`src/rtl/motion_gen.sv`:
```
// Parking-lot sensor stimulus generator: plays one Gray-coded enter/exit pattern on a/b per request.
// Optional one-entry request queue enabled by defining MOTIONGEN_QUEUE_EN.
module motion_gen #(
  parameter int DWELL = 4
) (
  input  logic clk,
  input  logic reset,
  input  logic req_enter,
  input  logic req_exit,
  output logic a,
  output logic b,
  output logic busy,
  output logic done,
  output logic pending
);

  localparam int CNT_W = $clog2(DWELL + 1);
  localparam logic [CNT_W-1:0] CNT_LOAD = CNT_W'(DWELL - 1);

  localparam logic [1:0] S_IDLE = 2'd0;
  localparam logic [1:0] S_P1   = 2'd1;
  localparam logic [1:0] S_P2   = 2'd2;
  localparam logic [1:0] S_P3   = 2'd3;

  logic [1:0]       state_q, state_d;
  logic             dir_q, dir_d;
  logic [CNT_W-1:0] cnt_q, cnt_d;
  logic             a_q, a_d;
  logic             b_q, b_d;
  logic             busy_q, busy_d;
  logic             done_q, done_d;
  logic             launch;
  logic             launch_dir;

  // Sensor pattern for a state; dir=1 plays the enter sequence in reverse order.
  function automatic logic [1:0] phase_ab(input logic [1:0] st, input logic dr);
    logic [1:0] ab;
    case (st)
      S_P1:    ab = dr ? 2'b01 : 2'b10;
      S_P2:    ab = 2'b11;
      S_P3:    ab = dr ? 2'b10 : 2'b01;
      default: ab = 2'b00;
    endcase
    return ab;
  endfunction

`ifdef MOTIONGEN_QUEUE_EN
  logic qv_q, qv_d;
  logic qdir_q, qdir_d;
`endif

  always_comb begin
    state_d    = state_q;
    dir_d      = dir_q;
    cnt_d      = cnt_q;
    done_d     = 1'b0;
    launch     = 1'b0;
    launch_dir = 1'b0;
`ifdef MOTIONGEN_QUEUE_EN
    qv_d       = qv_q;
    qdir_d     = qdir_q;
`endif

    if (state_q == S_IDLE) begin
`ifdef MOTIONGEN_QUEUE_EN
      // A queued request launches first; new requests this cycle are not stored.
      if (qv_q) begin
        launch     = 1'b1;
        launch_dir = qdir_q;
        qv_d       = 1'b0;
      end else if (req_enter) begin
        launch     = 1'b1;
        launch_dir = 1'b0;
        if (req_exit) begin
          qv_d   = 1'b1;
          qdir_d = 1'b1;
        end
      end else if (req_exit) begin
        launch     = 1'b1;
        launch_dir = 1'b1;
      end
`else
      if (req_enter) begin
        launch     = 1'b1;
        launch_dir = 1'b0;
      end else if (req_exit) begin
        launch     = 1'b1;
        launch_dir = 1'b1;
      end
`endif
      if (launch) begin
        state_d = S_P1;
        dir_d   = launch_dir;
        cnt_d   = CNT_LOAD;
      end
    end else begin
      if (cnt_q == '0) begin
        case (state_q)
          S_P1:    begin state_d = S_P2;   cnt_d = CNT_LOAD; end
          S_P2:    begin state_d = S_P3;   cnt_d = CNT_LOAD; end
          default: begin state_d = S_IDLE; cnt_d = '0; done_d = 1'b1; end
        endcase
      end else begin
        cnt_d = cnt_q - CNT_W'(1);
      end
`ifdef MOTIONGEN_QUEUE_EN
      if (!qv_q && (req_enter || req_exit)) begin
        qv_d   = 1'b1;
        qdir_d = !req_enter;
      end
`endif
    end

    {a_d, b_d} = phase_ab(state_d, dir_d);
    busy_d     = (state_d != S_IDLE);
  end

  always_ff @(posedge clk) begin
    if (reset) begin
      state_q <= S_IDLE;
      dir_q   <= 1'b0;
      cnt_q   <= '0;
      a_q     <= 1'b0;
      b_q     <= 1'b0;
      busy_q  <= 1'b0;
      done_q  <= 1'b0;
    end else begin
      state_q <= state_d;
      dir_q   <= dir_d;
      cnt_q   <= cnt_d;
      a_q     <= a_d;
      b_q     <= b_d;
      busy_q  <= busy_d;
      done_q  <= done_d;
    end
  end

`ifdef MOTIONGEN_QUEUE_EN
  always_ff @(posedge clk) begin
    if (reset) begin
      qv_q   <= 1'b0;
      qdir_q <= 1'b0;
    end else begin
      qv_q   <= qv_d;
      qdir_q <= qdir_d;
    end
  end

  assign pending = qv_q;
`else
  assign pending = 1'b0;
`endif

  assign a    = a_q;
  assign b    = b_q;
  assign busy = busy_q;
  assign done = done_q;

endmodule
```
`config.mk`:
```
export PLATFORM = sky130hd
export DESIGN_NAME = motion_gen
export DESIGN_NICKNAME = d
export VERILOG_FILES = /design/src/rtl/motion_gen.sv
export SDC_FILE = /design/constraint.sdc
export NUM_CORES = 1
export LEC_CHECK = 0
export ABC_AREA = 0
export ABC_CLOCK_PERIOD_IN_PS = 2900
export CORE_UTILIZATION = 29
export DETAILED_ROUTE_END_ITERATION = 7
export SLEW_MARGIN = 20
export SYNTH_ARGS = -nofsm -noshare
export SYNTH_HDL_FRONTEND = slang
export SYNTH_SLANG_ARGS = --single-unit
```
`constraint.sdc`:
```
create_clock -name clk -period 2.9 [get_ports clk]
set_input_delay 0.87 -clock clk [delete_from_list [all_inputs] [get_ports clk]]
set_output_delay 0.87 -clock clk [all_outputs]
set_load 0.005 [all_outputs]
```
Yosys cells after proc, flatten, opt, wreduce, memory -nomap -nowiden
Index checks and enable logic that the tools add are counted.
- register bits: 10
- input port bits: 4
- add/sub/neg operators: 1
- equality and inequality tests: 6
- muxes and demuxes: 18
- bitwise logic cells: 1
- reduce and logical (&&, ||, !) cells: 5
- operator list (cell ; number):
    2-bit 2-to-1 mux ; 6
    3-bit 2-to-1 mux ; 3
    1-bit 2-to-1 mux ; 7
    2-bit equality test (second input constant) ; 3
    2-bit one-hot mux with 3 select lines ; 1
    2-bit by 1-bit equality test with 1-bit output (second input constant) ; 2
    2-bit one-hot mux with 2 select lines ; 1
    3-bit logical NOT ; 1
    3-bit OR reduction ; 1
    3-bit by 1-bit subtractor with 3-bit output (second input constant) ; 1
    2-bit logical NOT ; 1
    2-bit by 1-bit != test with 1-bit output (second input constant) ; 1
    2-bit nonzero test ; 1
    2-bit OR reduction ; 1
    1-bit inverter ; 1

Longest topological paths before layout
Gate-level depths: netlist (run 1).
- depth after elaboration: 7
- gate-level depth with buffers: 7
- mapped depth without buffers: 6

Least setup slack after synthesis (run 1)
OpenSTA, ideal clock, no wires.
- path type: in2reg
- start: input port req_exit
- end: register b_q (netlist: b)
- arrival: 1.483 ns
- slack: 1.298 ns
- stages on the path: 4
- cells stage by stage: nor4b_1 -> a211o_1 -> nor2_1 -> mux2i_1
- cells in the longest elaborated chain, start to end: 7
- elaborated cells between the ends (all ways): 14
- classes of those cells: 3 x eq/ne; 11 x mux
- ends and longest elaborated chain (element ; RTL line ; text):
    start, declared ; 9 ; input logic req_exit,
    1-bit 2-to-1 mux (*) ; 86 ; end else if (req_exit) begin
    1-bit 2-to-1 mux ; 83 ; if (req_enter) begin
    1-bit 2-to-1 mux ; 64 ; if (state_q == S_IDLE) begin
    2-bit 2-to-1 mux / 1-bit 2-to-1 mux (equally long branches) ; 91 ; if (launch) begin
    2-bit 2-to-1 mux / 1-bit 2-to-1 mux (equally long branches) ; 64 ;
    2-bit equality test (tied with other cells) ; 38 ; case (st)
    2-bit one-hot mux with 3 select lines (*) ; 38 ;
    end signal, assigned ; 124 ; b_q <= 1'b0;
    end signal, assigned ; 132 ; b_q <= b_d;
    end, declared ; 29 ; logic b_q, b_d;
Every way passes the cells marked *; elsewhere a longest branch is shown, timed or not. The select of a mux whose other input is x is not followed.
A chain may end at the register's enable or synchronous reset.

Final worst setup path (run 1)
- start: input port req_enter
- end: register a_q (netlist: a)
- cells in the longest elaborated chain, start to end: 6
- elaborated cells between the ends (all ways): 13
- classes of those cells: 3 x eq/ne; 10 x mux
- ends and longest elaborated chain (element ; RTL line ; text):
    start, declared ; 8 ; input logic req_enter,
    1-bit 2-to-1 mux ; 83 ;
    1-bit 2-to-1 mux ; 64 ;
    2-bit 2-to-1 mux / 1-bit 2-to-1 mux (equally long branches) ; 91 ;
    2-bit 2-to-1 mux / 1-bit 2-to-1 mux (equally long branches) ; 64 ;
    2-bit equality test (tied with other cells) ; 38 ;
    2-bit one-hot mux with 3 select lines (*) ; 38 ;
    end signal, assigned ; 123 ; a_q <= 1'b0;
    end signal, assigned ; 131 ; a_q <= a_d;
    end, declared ; 28 ; logic a_q, a_d;
Marks and branches as above.

==> flow_summary.yaml, run 1 <==
power:
  seqPwrFrac_pct: 37.8
  clock_power_share_pct: 20.2
  power.leakage_nw: 0.2732
  p_switching_w: 0.0001699
  p_int_w: 0.0003229
  peakVddDrop_v: 0.0004469
  p_per_area_nw_per_um2: 780.0
  combPwrFrac_pct: 42.0
  swShare_pct: 34.48
clock_network:
  hold_buffers: 0
  clock-sinks: 10
  root_buffer: "clkbuf_4"
  cts_resized: 0
  cts_tree: "done"
  cts_max_level: 1
  cts_setup_buffers: 0
  cts_max_path_buffers: 2
  clk_latency_ns: 0.27
  clkTransAtPathRegs_ns: 0.07
  cts_buffers: 3
layout:
  area.growth.synth_to_final_pct: 19.10
  diodes: 0
  drive_gt1_share_pct: 7.692
  nets: 75
  final_cell_mix: "dfxtp_1, nor2_1, clkdlybuf4s50_1, inv_1, ha_1"
  layout.cells.most_common: "dfxtp_1"
  final_area_sq_um: 631.9
route:
  vias: 413
  drt_pass1_iterations: 1
  dr.first_iter.drc_count: 0
  vias_per_cell: 4.589
  route.detailed.wl_per_inst_um: 11.04
  detail-route-antenna-nets: 0
  wl_um: 994
  drcViolationCount: 0
yosys:
  syn-instance-count: 58
  seq_area_frac_synth_pct: 37.74
  synth_seq_cells: 10
  synth_edf_count: 0
  ys_async_sr_fraction_pct: 0
  syn_avg_cell_area_sq_um: 9.147
  synthesis.nets: 66
  synth_area_leader_cell: "dfxtp_1"
  mappedNetlistArea_sq_um: 530.5
  synth_top_area_share_pct: 37.74
  synthTopCellsByArea: "dfxtp_1, ha_1, nor2_1"
  synth.distinct_cells: 26
  synth_ff_type: "dfxtp_1"
  yosysWarnings: 0
sta:
  period_share_pct: 67.91
  drv_slew: 0
  max_freq_mhz: 507.8
  finalSetupTns_ns: 0
  setup_viol: 0
  fin_hold_ws_ns: 0.4977
  layout_min_cycle_time_ns: 1.969
  skew_ns: 0.005516
  finalHoldViolCount: 0
  rsz0062_at_grt: "no"
grt:
  grt_antenna_before_repair: 0
  grt-ovfl-total: 0
  grt_pass1_vias: 401
  grt_first_pass_wirelength_mm: 1.676
  grt_max_degree: 15
  grtUsageTotal_pct: 11.87
die:
  std_cell_rows: 15
  dieHeight_um: 44.77
  dieArea_sq_um: 2004
  die_width_um: 44.77
  core-area_sq_um: 1727
  start_util_pct: 30.72
  ioPinCount: 9
worst_setup_path:
  critPathLaunchType: "primary input"
  end_kind: "register"
  r2r_slack_ns: 1.13
  required_ns: 3.05
  arrival_ns: 2.12
  critPathMaxFanout: 4
  path_class: "primary input to register"
run_status:
  status: "finished clean"
place:
  placed_area_sq_um: 609.3
  portBuffers: 7
  gp_congestion: 0.7178
  dp.final_hpwl_um: 740
job:
  drv_cap: 0
worst_hold_path:
  min_path_type: "register to register"
## flip-flops by register name (all words and copies together) (netlist names)
| name | flops |
|---|---|
| a | 1 |
| busy | 1 |
| cnt_q | 3 |
| b | 1 |
| dir_q | 1 |
| state_q | 2 |
| done | 1 |
## worst paths after layout
| check | endpoint | from | cells after the start |
|---|---|---|---|
| worst max-delay path | a | req_enter | 5 |
| worst min-delay path | cnt_q[1] | cnt_q[1] | 2 |
| worst max register to register | a | state_q[0] | 6 |
| worst min register to register | cnt_q[1] | cnt_q[1] | 2 |
## power groups by stage
stage          clock network [W]  logic [W]  registers, W
3_5_place_dp                   0   0.000207      0.000189
3_3_place_gp                   0   0.000204      0.000189
5_1_grt                 0.000109   0.000233      0.000191
2_1_floorplan                  0   0.000154      0.000188
6_report               0.0000995   0.000207      0.000186
4_1_cts                 0.000100   0.000209      0.000187
## metal layers
metal / part of all wire, % / track usage, %
met1: 44 / 13.55
met2: 50 / 20.00
met5: 0 / 0
met4: 0 / 1.818
met3: 5.7 / 6.400
## cell families (layout without fill, tap and decap cells)
logic type / Yosys count / after routing / share of synthesized area (%)
mux: 2 / 2 / 3.774
compound gates: 8 / 8 / 10.61
fa+ha+maj: 4 / 4 / 9.434
buf+inv: 8 / 15 / 7.783
simple gates: 25 / 25 / 29.96
other cells: 1 / 1 / 0.7069
flops: 10 / 10 / 37.74
## cells in the mapped netlist, types with 2 or more instances
master	number
nor3_1	3
nand2b_1	2
nor4b_1	3
inv_1	5
ha_1	4
dfxtp_1	10
mux2i_1	2
nor2_1	8
and4bb_1	2
a21oi_1	3
## final cells by class
type	count	area, sq um
Tap cell	25	31.28
Clock buffer	3	22.52
Fill cell	195	1095
Timing Repair Buffer	7	70.07
Inverter	5	18.77
Sequential cell	10	200.2
Multi-Input combinational cell	40	289.0
## per-stage QoR
stage,std cells,power [W],utilization (%),setup WS [ns]
final,90,0.0004928,36.59,0.9306
after global routing,90,0.0005331,36.59,0.8613
after CTS,90,0.0004962,36.59,0.9191
after detailed placement,87,0.0003963,35.29,0.6417
after global placement,87,0.0003929,35.29,0.6486
after floorplan,58,0.0003419,-,1.298
## worst max-delay path: stages
cell	delay, ns
clkdlybuf4s50_1	0.51
and4bb_1	0.24
a211oi_2	0.24
or2_1	0.18
mux2i_1	0.08
(Power assumes the default switching activity.)
==> run 2, diff against run 1 <==
Settings changed: ABC_CLOCK_PERIOD_IN_PS 2900 to 2000.
Clock period 2.9 ns to 2 ns, I/O delays scaled along.
==> run 2 against run 1 <==
Compared with the run above: utilization grew 1.2 points; power grew 53%; cell area grew 3.4%; clock-buffer cell count grew 1; sequential share of layout area shrank 1.0 points; sequential cell count is the same; critical path type is now register to register; largest power group unchanged.
==> flow_summary.yaml, run 2 (synthesis gave the netlist of run 1 again) <==
run_status:
  status: "finished clean"
route:
  vias: 410
  wl_um: 975
  detail-route-antenna-nets: 0
  drt_pass1_iterations: 2
  drcViolationCount: 0
  dr.first_iter.drc_count: 2
  vias_per_cell: 4.457
  route.detailed.wl_per_inst_um: 10.60
layout:
  largest_reg_flops: 3
  drive_gt1_share_pct: 10.45
  diodes: 0
  reg_top3: "cnt_q (3), state_q (2)"
  layout.cells.most_common: "dfxtp_1"
  regMostFlops: "cnt_q"
  final_cell_mix: "dfxtp_1, nor2_1, clkdlybuf4s50_1, inv_1, ha_1"
  area.growth.synth_to_final_pct: 23.11
  nets: 76
  final_cells: 92
clock_network:
  clk_latency_ns: 0.27
  cts_tree: "done"
  clkTransAtPathRegs_ns: 0.07
  root_buffer: "clkbuf_4"
  clock-sinks: 10
  cts_buffers: 3
  cts_setup_buffers: 0
  cts_max_path_buffers: 2
  cts_resized: 0
  cts_max_level: 1
  hold_buffers: 0
sta:
  rsz0062_at_grt: "no"
  setup_viol: 0
  layout_min_cycle_time_ns: 1.729
  skew_ns: 0.0006267
  period_share_pct: 86.45
  finalHoldViolCount: 0
  finalSetupTns_ns: 0
  drv_slew: 0
  fin_hold_ws_ns: 0.4943
  max_freq_mhz: 578.4
grt:
  grt_max_degree: 15
  grt-ovfl-total: 0
  grtUsageTotal_pct: 11.97
  grt_antenna_before_repair: 0
  grt_first_pass_wirelength_mm: 1.600
  grt_pass1_vias: 360
job:
  drv_cap: 0
die:
  die_width_um: 44.77
  dieHeight_um: 44.77
  core-area_sq_um: 1727
  std_cell_rows: 15
  dieArea_sq_um: 2004
  start_util_pct: 30.72
  ioPinCount: 9
place:
  portBuffers: 7
  dp.final_hpwl_um: 715.7
  gp_congestion: 0.7242
  place_inst: 88
power:
  power.leakage_nw: 0.2852
  p_per_area_nw_per_um2: 1158
  peakVddDrop_v: 0.0005339
worst_setup_path:
  arrival_ns: 1.89
  required_ns: 2.16
  critPathMaxFanout: 14
  end_kind: "register"
  path_class: "register to register"
  critPathLaunchType: "register"
worst_hold_path:
  min_path_type: "register to register"
## run 2: cell count changes in the layout (fill, tap and decap cells not counted), sizes merged
cell    delta
clkbuf     +1
buf        +1
## run 2: power breakdown
group	internal (W)	switching [W]	total [W]
sequential	0.000247	0.0000213	0.000269
combinational	0.000152	0.000149	0.000301
clock	0.000111	0.0000754	0.000186
total	0.000510	0.000246	0.000756
## run 2: layout make-up
type                    instances  area, sq um
multi-input cells              40        289.0
fillers                       179         1074
clock buffers                   4        36.28
flip-flops and latches         10        200.2
well taps                      25        31.28
inverters                       5        18.77
repair buffers                  8        77.57
## run 2: path summary, 6_finish.rpt
check	slack, ns	end	from	cells after the start
setup reg to reg	0.27	a	state_q[0]	6
hold reg to reg	0.49	cnt_q[0]	cnt_q[0]	2
setup / recovery	0.27	a	state_q[0]	6
hold / removal	0.49	cnt_q[0]	cnt_q[0]	2
## run 2: stage by stage
step / total power (W) / area (sq um) / setup slack [ns] / util, %
after floorplan: 0.0004957 / 530.5 / 0.5565 / -
after global placement: 0.0005722 / 616.8 / 0.005576 / 35.72
after detailed placement: 0.0005729 / 616.8 / 0.02000 / 35.72
after CTS: 0.0007662 / 653.1 / 0.2520 / 37.83
after global routing: 0.0008167 / 653.1 / 0.1192 / 37.83
final: 0.0007561 / 653.1 / 0.2710 / 37.83
## run 2: layer usage
metal | track usage (%) | vias to the layer above | wire length [um]
met3 | 7.600 | 2 | 63
met1 | 13.58 | 183 | 425
li1 | - | 214 | -
met4 | 5.455 | 0 | 8
met5 | 0 | - | 0
met2 | 17.65 | 11 | 478
## run 2: critical path, stage by stage (launching register included)
cell and delay (ns):
dfxtp_1 0.32, inv_1 0.08, ha_1 0.40, and4bb_1 0.28, a211oi_2 0.27, or2_1 0.19, mux2i_1 0.08
